[src/rtl/timing_pkg.sv]
// timing_pkg: state encoding and timing constants shared by the pulse generator and the timing-measurement block
package timing_pkg;
    typedef enum logic [2:0] {
        IDLE   = 3'd0,
        DELAY  = 3'd1,
        ACTIVE = 3'd2,
        GAP    = 3'd3,
        DONE   = 3'd4
    } state_t;
    localparam int MIN_GAP = 1;
endpackage

[src/rtl/phase_counter.sv]
// phase_counter: loadable down-counter, shared by the DELAY, ACTIVE and GAP phases
module phase_counter #(
    parameter int _RAM_WIDTH = 32
) (
    input  logic                  io_clk,
    input  logic                  io_rstn,
    input  logic                  load,
    input  logic [_RAM_WIDTH-1:0] load_val,
    input  logic                  dec,
    output logic                  zero
);
    logic [_RAM_WIDTH-1:0] cnt;
    always_ff @(posedge io_clk)
        if (!io_rstn) cnt <= '0;
        else if (load) cnt <= load_val;
        else if (dec && cnt != '0) cnt <= cnt - 1'b1;
    assign zero = cnt == '0;
endmodule

[src/rtl/pulse_gen.sv]
// pulse_gen: programmable pulse-train generator with delay, width, period, count and feedback abort
module pulse_gen
    import timing_pkg::*;
#(
    parameter int _RAM_WIDTH = 32
) (
    input  logic                  io_clk,
    input  logic                  io_rstn,
    input  logic                  io_start,
    input  logic                  io_stop,
    input  logic                  io_defaultLevel_Pulse,
    input  logic [_RAM_WIDTH-1:0] io_delay,
    input  logic [_RAM_WIDTH-1:0] io_width,
    input  logic [_RAM_WIDTH-1:0] io_period,
    input  logic [_RAM_WIDTH-1:0] io_count,
    input  logic                  io_fbEn,
    input  logic                  io_fbCatch,
    output logic                  io_pulsePort,
    output logic                  io_busy,
    output logic                  io_done,
    output logic [_RAM_WIDTH-1:0] io_pulseCnt
);
    localparam logic [_RAM_WIDTH-1:0] ONE = {{(_RAM_WIDTH-1){1'b0}}, 1'b1};
    localparam logic [_RAM_WIDTH-1:0] MIN_G = _RAM_WIDTH'(MIN_GAP);
    state_t state, nxt;
    logic lvl, lvl_n, fb_en, go, abort, last, zero, load, dec;
    logic [_RAM_WIDTH-1:0] w_len, g_len, cnt_lim, w_in, g_in, load_val;

    assign w_in  = io_width == '0 ? ONE : io_width;
    assign g_in  = io_period > w_in ? io_period - w_in : MIN_G;
    assign go    = state == IDLE && io_start && !io_stop;
    assign abort = (io_stop && (state == DELAY || state == ACTIVE || state == GAP)) ||
                   (fb_en && io_fbCatch && (state == ACTIVE || state == GAP));
    assign last  = cnt_lim != '0 && io_pulseCnt == cnt_lim;
    assign lvl_n = state == IDLE ? io_defaultLevel_Pulse : lvl;
    assign io_busy = state != IDLE;
    assign io_done = state == DONE;

    phase_counter #(._RAM_WIDTH(_RAM_WIDTH)) u_phase (
        .io_clk(io_clk), .io_rstn(io_rstn), .load(load), .load_val(load_val), .dec(dec), .zero(zero)
    );

    // Each phase loads its length minus one; the zero flag marks the phase's final cycle
    always_comb begin
        nxt = state;
        load = 1'b0;
        load_val = '0;
        dec = 1'b0;
        case (state)
            IDLE: if (go) begin
                nxt = io_delay != '0 ? DELAY : ACTIVE;
                load = 1'b1;
                load_val = io_delay != '0 ? io_delay - ONE : w_in - ONE;
            end
            DELAY, ACTIVE, GAP: if (abort) nxt = DONE;
                else if (!zero) dec = 1'b1;
                else begin
                    nxt = state != ACTIVE ? ACTIVE : (last ? DONE : GAP);
                    load = 1'b1;
                    load_val = nxt == GAP ? g_len - ONE : w_len - ONE;
                end
            default: nxt = IDLE;
        endcase
    end

    // Output is driven from the next state so it changes on the same edge as the state
    always_ff @(posedge io_clk)
        if (!io_rstn) begin
            state <= IDLE;
            io_pulsePort <= io_defaultLevel_Pulse;
            io_pulseCnt <= '0;
            lvl <= 1'b0;
            fb_en <= 1'b0;
            w_len <= ONE;
            g_len <= ONE;
            cnt_lim <= '0;
        end else begin
            state <= nxt;
            io_pulsePort <= nxt == ACTIVE ? ~lvl_n : (nxt == IDLE ? io_defaultLevel_Pulse : lvl_n);
            if (go) begin
                lvl <= io_defaultLevel_Pulse;
                fb_en <= io_fbEn;
                w_len <= w_in;
                g_len <= g_in;
                cnt_lim <= io_count;
            end
            if (go) io_pulseCnt <= io_delay == '0 ? ONE : '0;
            else if (nxt == ACTIVE && state != ACTIVE && !(&io_pulseCnt)) io_pulseCnt <= io_pulseCnt + ONE;
        end
endmodule

[config.mk]
export PLATFORM = sky130hd
export DESIGN_NAME = pulse_gen
export DESIGN_NICKNAME = d
export VERILOG_FILES = /design/src/rtl/timing_pkg.sv /design/src/rtl/phase_counter.sv /design/src/rtl/pulse_gen.sv
export SDC_FILE = /design/constraint.sdc
export NUM_CORES = 1
export LEC_CHECK = 0
export ABC_AREA = 0
export CORE_MARGIN = 2
export CORE_UTILIZATION = 51
export DETAILED_ROUTE_END_ITERATION = 7
export HOLD_SLACK_MARGIN = 0.06
export PLACE_DENSITY = 0.74
export SYNTH_ARGS = -nofsm -noshare
export SYNTH_HDL_FRONTEND = slang
export SYNTH_SLANG_ARGS = --single-unit
[constraint.sdc]
create_clock -name io_clk -period 5 [get_ports io_clk]
set_input_delay 0.75 -clock io_clk [delete_from_list [all_inputs] [get_ports io_clk]]
set_output_delay 0.75 -clock io_clk [all_outputs]
set_load 0.01 [all_outputs]
Word-level counts from Yosys, hierarchy flattened:

Index checks and enable logic that the tools add are counted.

* bits in registers: 166
* bits of input ports: 135
* output and inout port bits: 35
* logic and storage cells: 85

* add/subtract/negate cells: 7
* magnitude comparators: 1
* equal/unequal tests: 8
* multiplexer cells: 31
* bitwise gates (word level): 1
* reduce and logical (&&, ||, !) cells: 28

Operator list (number)
* 2-to-1 mux 32 bit: 11
* subtractor 32 x 1 -> 32 bit (second input constant): 5
* logical NOT 32 bit: 3
* nonzero test 32 bit: 3
* case mux 32 bit (2 select lines): 1
* adder 32 x 1 -> 32 bit (second input constant): 1
* == test 32 bit: 1
* > comparator 32 bit: 1
* AND reduction 32 bit: 1
* subtractor 32 bit: 1
* 2-to-1 mux 3 bit: 5
* == test 3 x 2 -> 1 bit (second input constant): 4
* 2-to-1 mux 1 bit: 11
* logical AND 1 bit: 9
* logical NOT 3 bit: 2
* case mux 3 bit (2 select lines): 1
* logical OR 1 bit: 4
* nonzero test 2 bit: 2
* == test 3 x 1 -> 1 bit (second input constant): 1
* == test 3 bit (second input constant): 1
* != test 3 x 2 -> 1 bit (second input constant): 1
* nonzero test 3 bit: 1
* OR reduction 3 bit: 1
* logical NOT 1 bit: 2
* other kinds (3): 3

Logic depth before layout (Yosys ltp):

Gate-level depths: netlist (run 1).

* word-level depth: 12
* mapped depth: 19
* mapped depth without buffers: 15

Cells and area by module:

From an unflattened synthesis (run 1), not the netlist that was laid out.

* cell total of the unflattened synthesis: 1579
* area, all modules: 11994.0 um2

By module, submodules not included
* pulse_gen: times used 1, cells each 1350, area each 10058.4 um2, seq. area each 2682.6 um2
* phase_counter: times used 1, cells each 229, area each 1935.6 um2, seq. area each 640.6 um2

Least setup slack after synthesis (run 1):

No wires, ideal clock.

* path type: register -> register
* start point: reg io_pulseCnt[17]
* end point: reg u_phase.cnt[28]
* setup time: 0.130 ns
* arrival: 4.760 ns
* required time: 4.870 ns
* slack: 0.110 ns
* cell stages (with the launch flop): 20
* path buffers: 4
* clock period less this slack: 4.890 ns
* cell sequence: dfxtp_1 > clkbuf_1 > xor2_1 > nor4_1 > nand4_1 > o31ai_1 > clkbuf_1 > buf_1 > clkbuf_1 > mux2i_1 > ha_1 > nor2b_1 > nand4_1 > nor4_1 > nand2_1 > mux2_2 > nor4_1 > xor2_1 > mux2i_1 > o22ai_1

* word-level cells in the longest chain between the ends: 10

Ends and longest elaborated chain
* start: declaration: RTL line pulse_gen.sv:21 `output logic [_RAM_WIDTH-1:0] io_pulseCnt`
* start signal: assignment: RTL line pulse_gen.sv:87 `if (go) io_pulseCnt <= io_delay == '0 ? ONE : '0;`
* start signal: assignment: RTL line pulse_gen.sv:88 `else if (nxt == ACTIVE && state != ACTIVE && !(&io_pulseCnt)) io_pulseCnt <= io_pulseCnt + ONE;`
* == test 32 bit: RTL line pulse_gen.sv:34 `assign last = cnt_lim != '0 && io_pulseCnt == cnt_lim;`
* logical AND 1 bit: RTL line pulse_gen.sv:34
* 2-to-1 mux 3 bit (2 in a row): RTL line pulse_gen.sv:58 `nxt = state != ACTIVE ? ACTIVE : (last ? DONE : GAP);`
* == test 3 x 2 -> 1 bit: RTL line pulse_gen.sv:60 `load_val = nxt == GAP ? g_len - ONE : w_len - ONE;`
* 2-to-1 mux 32 bit: RTL line pulse_gen.sv:60
* 2-to-1 mux 32 bit: RTL line pulse_gen.sv:56 `else if (!zero) dec = 1'b1;`
* 2-to-1 mux 32 bit: RTL line pulse_gen.sv:55 `DELAY, ACTIVE, GAP: if (abort) nxt = DONE;`
* case mux 32 bit (2 select lines): RTL line pulse_gen.sv:49 `case (state)`
* 2-to-1 mux 32 bit: RTL line phase_counter.sv:15 `else if (load) cnt <= load_val;`
* end signal: assignment: RTL line phase_counter.sv:15
* end signal: assignment: RTL line phase_counter.sv:16 `else if (dec && cnt != '0) cnt <= cnt - 1'b1;`
* end: declaration: RTL line phase_counter.sv:12 `logic [_RAM_WIDTH-1:0] cnt;`

Every way passes these cells.
A chain may end at the register's enable or synchronous reset.

Worst setup path in the final report (run 1):

* start point: in io_width[2]
* end point: reg g_len[30]

* word-level cells in the longest chain between the ends: 4
* elaborated cells between the ends (all ways): 5
* those cells by class: add/sub (1); order compare (1); mux (2); reduce/logical (1)

Ends and longest elaborated chain
* start: declaration: RTL line pulse_gen.sv:13 `input logic [_RAM_WIDTH-1:0] io_width,`
* logical NOT 32 bit *: RTL line pulse_gen.sv:29 `assign w_in = io_width == '0 ? ONE : io_width;`
* 2-to-1 mux 32 bit *: RTL line pulse_gen.sv:29
* named net w_in[0]: RTL line pulse_gen.sv:27 `logic [_RAM_WIDTH-1:0] w_len, g_len, cnt_lim, w_in, g_in, load_val;`
* subtractor 32 bit / > comparator 32 bit (equally long branches): RTL line pulse_gen.sv:30 `assign g_in = io_period > w_in ? io_period - w_in : MIN_G;`
* 2-to-1 mux 32 bit *: RTL line pulse_gen.sv:30
* end signal: assignment: RTL line pulse_gen.sv:84 `g_len <= g_in;`
* end: declaration: RTL line pulse_gen.sv:27

Mark *: on every way through the listed nets, which the timed path passes. The rest lies on a longest branch.

==> results of run 1 <==
## sequential cells by signal (all words and copies together) (netlist names)
name and cells:
u_phase.cnt 32, cnt_lim 32, g_len 32, fb_en 1, io_pulseCnt 32, w_len 32
io_pulsePort 1, state 3, lvl 1
## area by class of cell
cell class / instances / area share (%)
Clock inverter: 14 / 1.05
Clock buffer: 18 / 2.95
Multi-Input combinational cell: 1331 / 55.0
Tap cell: 319 / 2.68
Sequential cell: 166 / 22.3
Timing Repair Buffer: 230 / 14.5
Inverter: 61 / 1.54
## routing by layer
layer  share of wire (%)  GRT usage, %
met1                  43          45.1
met2                  47          56.1
met3                 6.5          3.66
met4                 3.4          13.2
met5                   0             0
## critical path, cell delays in order
cell	delay, ns
clkdlybuf4s50_1	0.41
or3_1	0.42
and3b_1	0.35
a41o_1	0.31
ha_1	0.21
inv_1	0.05
fa_1	0.39
a21o_1	0.17
a21o_1	0.20
a211oi_1	0.34
o21ai_0	0.26
a41oi_1	0.34
a21oi_1	0.16
a211oi_1	0.27
xnor2_1	0.10
a22o_1	0.20
## kinds of logic (layout without fill, tap and decap cells)
group                    Yosys count  after routing  synth area share [%]
AND/OR/NAND/NOR                  676            676                  27.4
AO/OA/AOI/OAI                    441            441                  23.3
flip-flops                       166            166                  27.7
XOR/XNOR                         150            150                  10.9
buffers and inverters            140            323                  4.41
adder cells (fa/ha/maj)           37             37                  3.92
multiplexers                      27             27                  2.28
## power breakdown
group	switching [mW]	total, mW	leakage [nW]	internal [mW]
sequential	0.0740	1.46	1.35	1.38
clock	0.654	1.34	0.290	0.684
combinational	0.512	0.915	4.34	0.403
## path summary, 6_finish.rpt
check / start / to / slack (ns) / depth (start not counted)
max: io_width[2] / g_len[30] / 0.40 / 16
min: fb_en / fb_en / 0.47 / 2
max reg2reg: io_pulseCnt[3] / u_phase.cnt[28] / 0.46 / 16
min reg2reg: fb_en / fb_en / 0.47 / 2
## cell usage in the layout, fill, tap and decap left out, drive strengths merged, types with 13 or more instances in the layout
| cell | n |
|---|---|
| nand3 | 44 |
| mux2i | 24 |
| xor2 | 87 |
| ha | 36 |
| nand4 | 24 |
| nand2 | 229 |
| a31oi | 18 |
| xnor2 | 63 |
| nor2 | 142 |
| a22o | 28 |
| nor3 | 56 |
| o21ai | 69 |
| clkdlybuf4s50 | 169 |
| clkbuf | 18 |
| and3 | 13 |
| dfxtp | 166 |
| o31ai | 15 |
| inv | 69 |
| or3 | 33 |
| a21oi | 184 |
| or4 | 16 |
| a211oi | 13 |
| o211ai | 15 |
| nor4 | 59 |
| o21a | 13 |
| buf | 61 |
==> results.yml, run 1 <==
placed_design:
  placed_area_mm2: 0.0143
  dpl.cell_count: 2107
  gp_congestion: 0.986
  port_buffers: 169
  pre_cts_ws_ns: -0.0246
  hpwl_um: 32600
die:
  row_count: 56
  die_h_um: 157
  die_w_um: 157
  io_pins: 170
  core_area_mm2: 0.0233
  start_util_pct: 51.6
  die_area_mm2: 0.0248
synthesis:
  synthTopCellsByCount: "nand2_1 (229), a21oi_1 (183), dfxtp_1 (166)"
  synth_edf_count: 0
  synth_nets: 1809
  synthFlopType: "dfxtp_1"
  ys_ff_latch: 166
  synthDistinctLibCells: 79
  syn_area_per_cell_um2: 7.33
  synth_top_area_share_pct: 27.7
  synthMostInstantiatedCell: "nand2_1"
  ys_seq_area_share_pct: 27.7
  ys_top_cells_by_area: "dfxtp_1 (28%), a21oi_1 (7.6%), nand2_1 (7.2%)"
  ys_warn_count: 0
  synthCells: 1637
  syn_area_mm2: 0.0120
  yosysTopAreaCell: "dfxtp_1"
  ys_async_sr_fraction_pct: 0
min_path:
  min_path_type: "flop to flop"
detailed_routing:
  first_pass_iters: 7
  wl_um: 42500
  route.vias.total: 13100
  viasPerCell: 6.11
  ant_nets: 0
  wl_per_cell_um: 19.9
  drtIter0Drc: 1285
  drc_errors: 0
sta:
  worst_pin_slew_ns: 1.12
  period_minus_slack_ns: 4.60
  grt_setup_unrepaired: "no"
  setup_viol_count_final: 0
  fin_skew_ns: 0.0144
  finalSetupTns_ns: 0
  setup_slack_ns: 0.399
  period_share_pct: 92.0
  finalHoldViolCount: 0
  drv_slew: 0
  max_freq_ghz: 0.217
  fin_hold_ws_ns: 0.473
  relSlewSlack_pct: 25.0
final_layout:
  synthToLayoutAreaGrowth_pct: 24.0
  final_nets: 1979
  final_util_pct: 64.0
  antenna_cells: 0
  ff_latch_area_mm2: 0.00332
  final_cells: 2139
  drive_gt1_share_pct: 7.09
  fillers: 2175
  stdcell_area_mm2: 0.0149
  multi_input_area_mm2: 0.00818
pwr:
  p_leak_nw: 5.98
  ir_drop_mv: 0.226
  power_mw: 3.71
  powerDensity_mw_per_mm2: 249
setup_path:
  arrival_ns: 4.94
  crit_type: "input port to flop"
  start_kind: "input port"
  crit_fanout: 3
  cp.required_ns: 5.34
  endpoint_kind: "flop"
clock_tree:
  path_clk_slew_ns: 0.07
  cts_hold_buf: 0
  cts_resized: 0
  insertion_delay_ns: 0.45
  cts_inserted_buffers: 17
  cts_tree: "done"
  post_cts_buffers: 0
  cts_root_buffer: "clkbuf_16"
  cts_num_sinks: 166
  htree_levels: 4
  clk_path_buf_depth: 2
run:
  cap_violations: 0
global_route:
  grt_pass1_wl_um: 65300
  grt.overflow.total: 0
  grt_use_total_pct: 33.8
  first_global_vias: 12000
  grt_max_degree: 67
  antenna_found_initial: 0
run_status:
  status: "finished, final reports clean"
Power figures use the tool's default switching activity.
==> run 2: changes to the inputs <==
--- a/config.mk
+++ b/config.mk
@@ -6,6 +6,7 @@
 export NUM_CORES = 1
 export LEC_CHECK = 0
 export ABC_AREA = 0
+export CAP_MARGIN = 20
 export CORE_MARGIN = 2
 export CORE_UTILIZATION = 51
 export DETAILED_ROUTE_END_ITERATION = 7
==> results.yml, run 2 (synthesized netlist as in run 1, its figures left out) <==
detailed_routing:
  route.vias.total: 13100
  drc_errors: 0
  ant_nets: 0
  wl_um: 42400
  first_pass_iters: 5
  wl_per_cell_um: 19.8
  viasPerCell: 6.13
  drtIter0Drc: 1339
final_layout:
  antenna_cells: 0
  drive_gt1_share_pct: 7.14
  final_cells: 2140
  stdcell_area_mm2: 0.0149
  layout_common_cells: "nand2_1 (229), a21oi_1 (182), clkdlybuf4s50_1 (169)"
  fillers: 2175
  synthToLayoutAreaGrowth_pct: 24.3
  final_nets: 1980
  final_common_cell: "nand2_1"
  multi_input_area_mm2: 0.00818
  final_util_pct: 64.1
  ff_latch_area_mm2: 0.00332
clock_tree:
  cts_tree: "done"
  cts_hold_buf: 0
  cts_num_sinks: 166
  path_clk_slew_ns: 0.07
  cts_root_buffer: "clkbuf_16"
  cts_resized: 0
  post_cts_buffers: 0
  clk_path_buf_depth: 2
  insertion_delay_ns: 0.45
  htree_levels: 4
  cts_inserted_buffers: 17
run:
  cap_violations: 0
placed_design:
  placed_area_mm2: 0.0143
  pre_cts_ws_ns: -0.0246
  gp_congestion: 0.986
  hpwl_um: 32600
  dpl.cell_count: 2107
  port_buffers: 169
setup_path:
  cp_top_family: "compound AO/OA/AOI/OAI gates"
  path_buf_inv: 2
  crit_type: "input port to flop"
  cp.required_ns: 5.34
  r2r-end: "u_phase.cnt[28]"
  max_stage_delay_ns: 0.42
  path_cells: "clkdlybuf4s50_1, or3_1, and3b_1, a41o_1, ha_1, inv_1, fa_1, a21o_1, a21o_1, a211oi_1, o21ai_0, a41oi_1, a21oi_1, a211oi_1, xnor2_1, a22o_1"
  r2r_start: "io_pulseCnt[3]"
  reg2reg_slack_ns: 0.45
  crit_fanout: 3
  endpoint_kind: "flop"
  r2r_cells: 16
  start_kind: "input port"
  slowest_stage: "clkdlybuf4s50_1"
  arrival_ns: 4.94
min_path:
  hold_path.startpoint: "fb_en"
  min_path_type: "flop to flop"
  min_to: "fb_en"
  holdPathStages: 2
sta:
  fin_skew_ns: 0.0126
  finalSetupTns_ns: 0
  max_freq_ghz: 0.218
  setup_viol_count_final: 0
  period_minus_slack_ns: 4.59
  drv_slew: 0
  grt_setup_unrepaired: "no"
  fin_hold_ws_ns: 0.473
  setup_slack_ns: 0.408
  finalHoldViolCount: 0
  period_share_pct: 91.8
  worst_pin_slew_ns: 0.996
  relSlewSlack_pct: 33.3
global_route:
  first_global_vias: 12000
  grt_max_degree: 67
  grt_pass1_wl_um: 65300
  grt.overflow.total: 0
  antenna_found_initial: 0
  grt_use_total_pct: 33.8
pwr:
  powerDensity_mw_per_mm2: 249
  ir_drop_mv: 0.227
  p_leak_nw: 5.99
  power_mw: 3.71
run_status:
  status: "finished, final reports clean"
die:
  row_count: 56
  core_area_mm2: 0.0233
  die_w_um: 157
  die_h_um: 157
  io_pins: 170
  start_util_pct: 51.6
  die_area_mm2: 0.0248
-- run 2: cell types whose count changed in the layout (fill, tap and decap cells not counted) --
cell	previous run	this run
buf_16	0	1
-- run 2: worst reg2reg max path: stages, from the launching register on --
cell and delay, ns:
dfxtp_1 0.47, xor2_1 0.15, nor4_1 0.32, nand4_1 0.32, o31ai_4 0.47, mux2i_1 0.33, ha_1 0.31, nor2b_1 0.30
nand4_1 0.24, nor4_1 0.31, buf_4 0.21, nand2_1 0.05, mux2_2 0.33, nor4_1 0.25, xor2_1 0.11, mux2i_1 0.16
o22ai_1 0.10
-- run 2: final cells by class --
cell class / instances / share of cell area, %
timing repair buffer: 231 / 14.7
clock inverter: 14 / 1.05
multi-input combinational: 1331 / 54.9
sequential: 166 / 22.3
inverter: 61 / 1.53
clock buffer: 18 / 2.94
tap: 319 / 2.68
-- run 2: metal layers --
layer  part of all wire (%)  routed length (um)  vias to the layer above  global-route usage, %
li1                       -                   -                     6292                      -
met4                    3.6                1540                        0                   13.2
met2                     46               19700                      584                   56.1
met1                     43               18500                     6154                   45.1
met3                    6.4                2720                       85                   3.66
met5                      0                   0                        -                      0
-- run 2: worst max-delay path by stage --
stage | from | endpoint | slack (ns) | cells past startpoint
2_1_floorplan | io_pulseCnt[17] | u_phase.cnt[28] | 0.11 | 19
3_3_place_gp | io_width[2] | g_len[30] | 0.05 | 16
3_5_place_dp | io_width[2] | g_len[30] | -0.02 | 16
4_1_cts | io_width[2] | g_len[30] | 0.43 | 16
5_1_grt | io_pulseCnt[3] | u_phase.cnt[28] | 0.16 | 16
6_report | io_width[2] | g_len[30] | 0.41 | 16
-- run 2: report_power, final --
part / internal, mW / switching [mW]
clock: 0.684 / 0.652
sequential: 1.38 / 0.0739
combinational: 0.405 / 0.512
==> run 3: changes to the inputs <==
--- a/config.mk
+++ b/config.mk
@@ -5,13 +5,13 @@
 export SDC_FILE = /design/constraint.sdc
 export NUM_CORES = 1
 export LEC_CHECK = 0
-export ABC_AREA = 0
 export CAP_MARGIN = 20
 export CORE_MARGIN = 2
 export CORE_UTILIZATION = 51
 export DETAILED_ROUTE_END_ITERATION = 7
 export HOLD_SLACK_MARGIN = 0.06
 export PLACE_DENSITY = 0.74
+export SKIP_CTS_REPAIR_TIMING = 1
 export SYNTH_ARGS = -nofsm -noshare
 export SYNTH_HDL_FRONTEND = slang
 export SYNTH_SLANG_ARGS = --single-unit
==> results of run 3 <==
Final layout, timing and power as in run 2 (identical DEF).
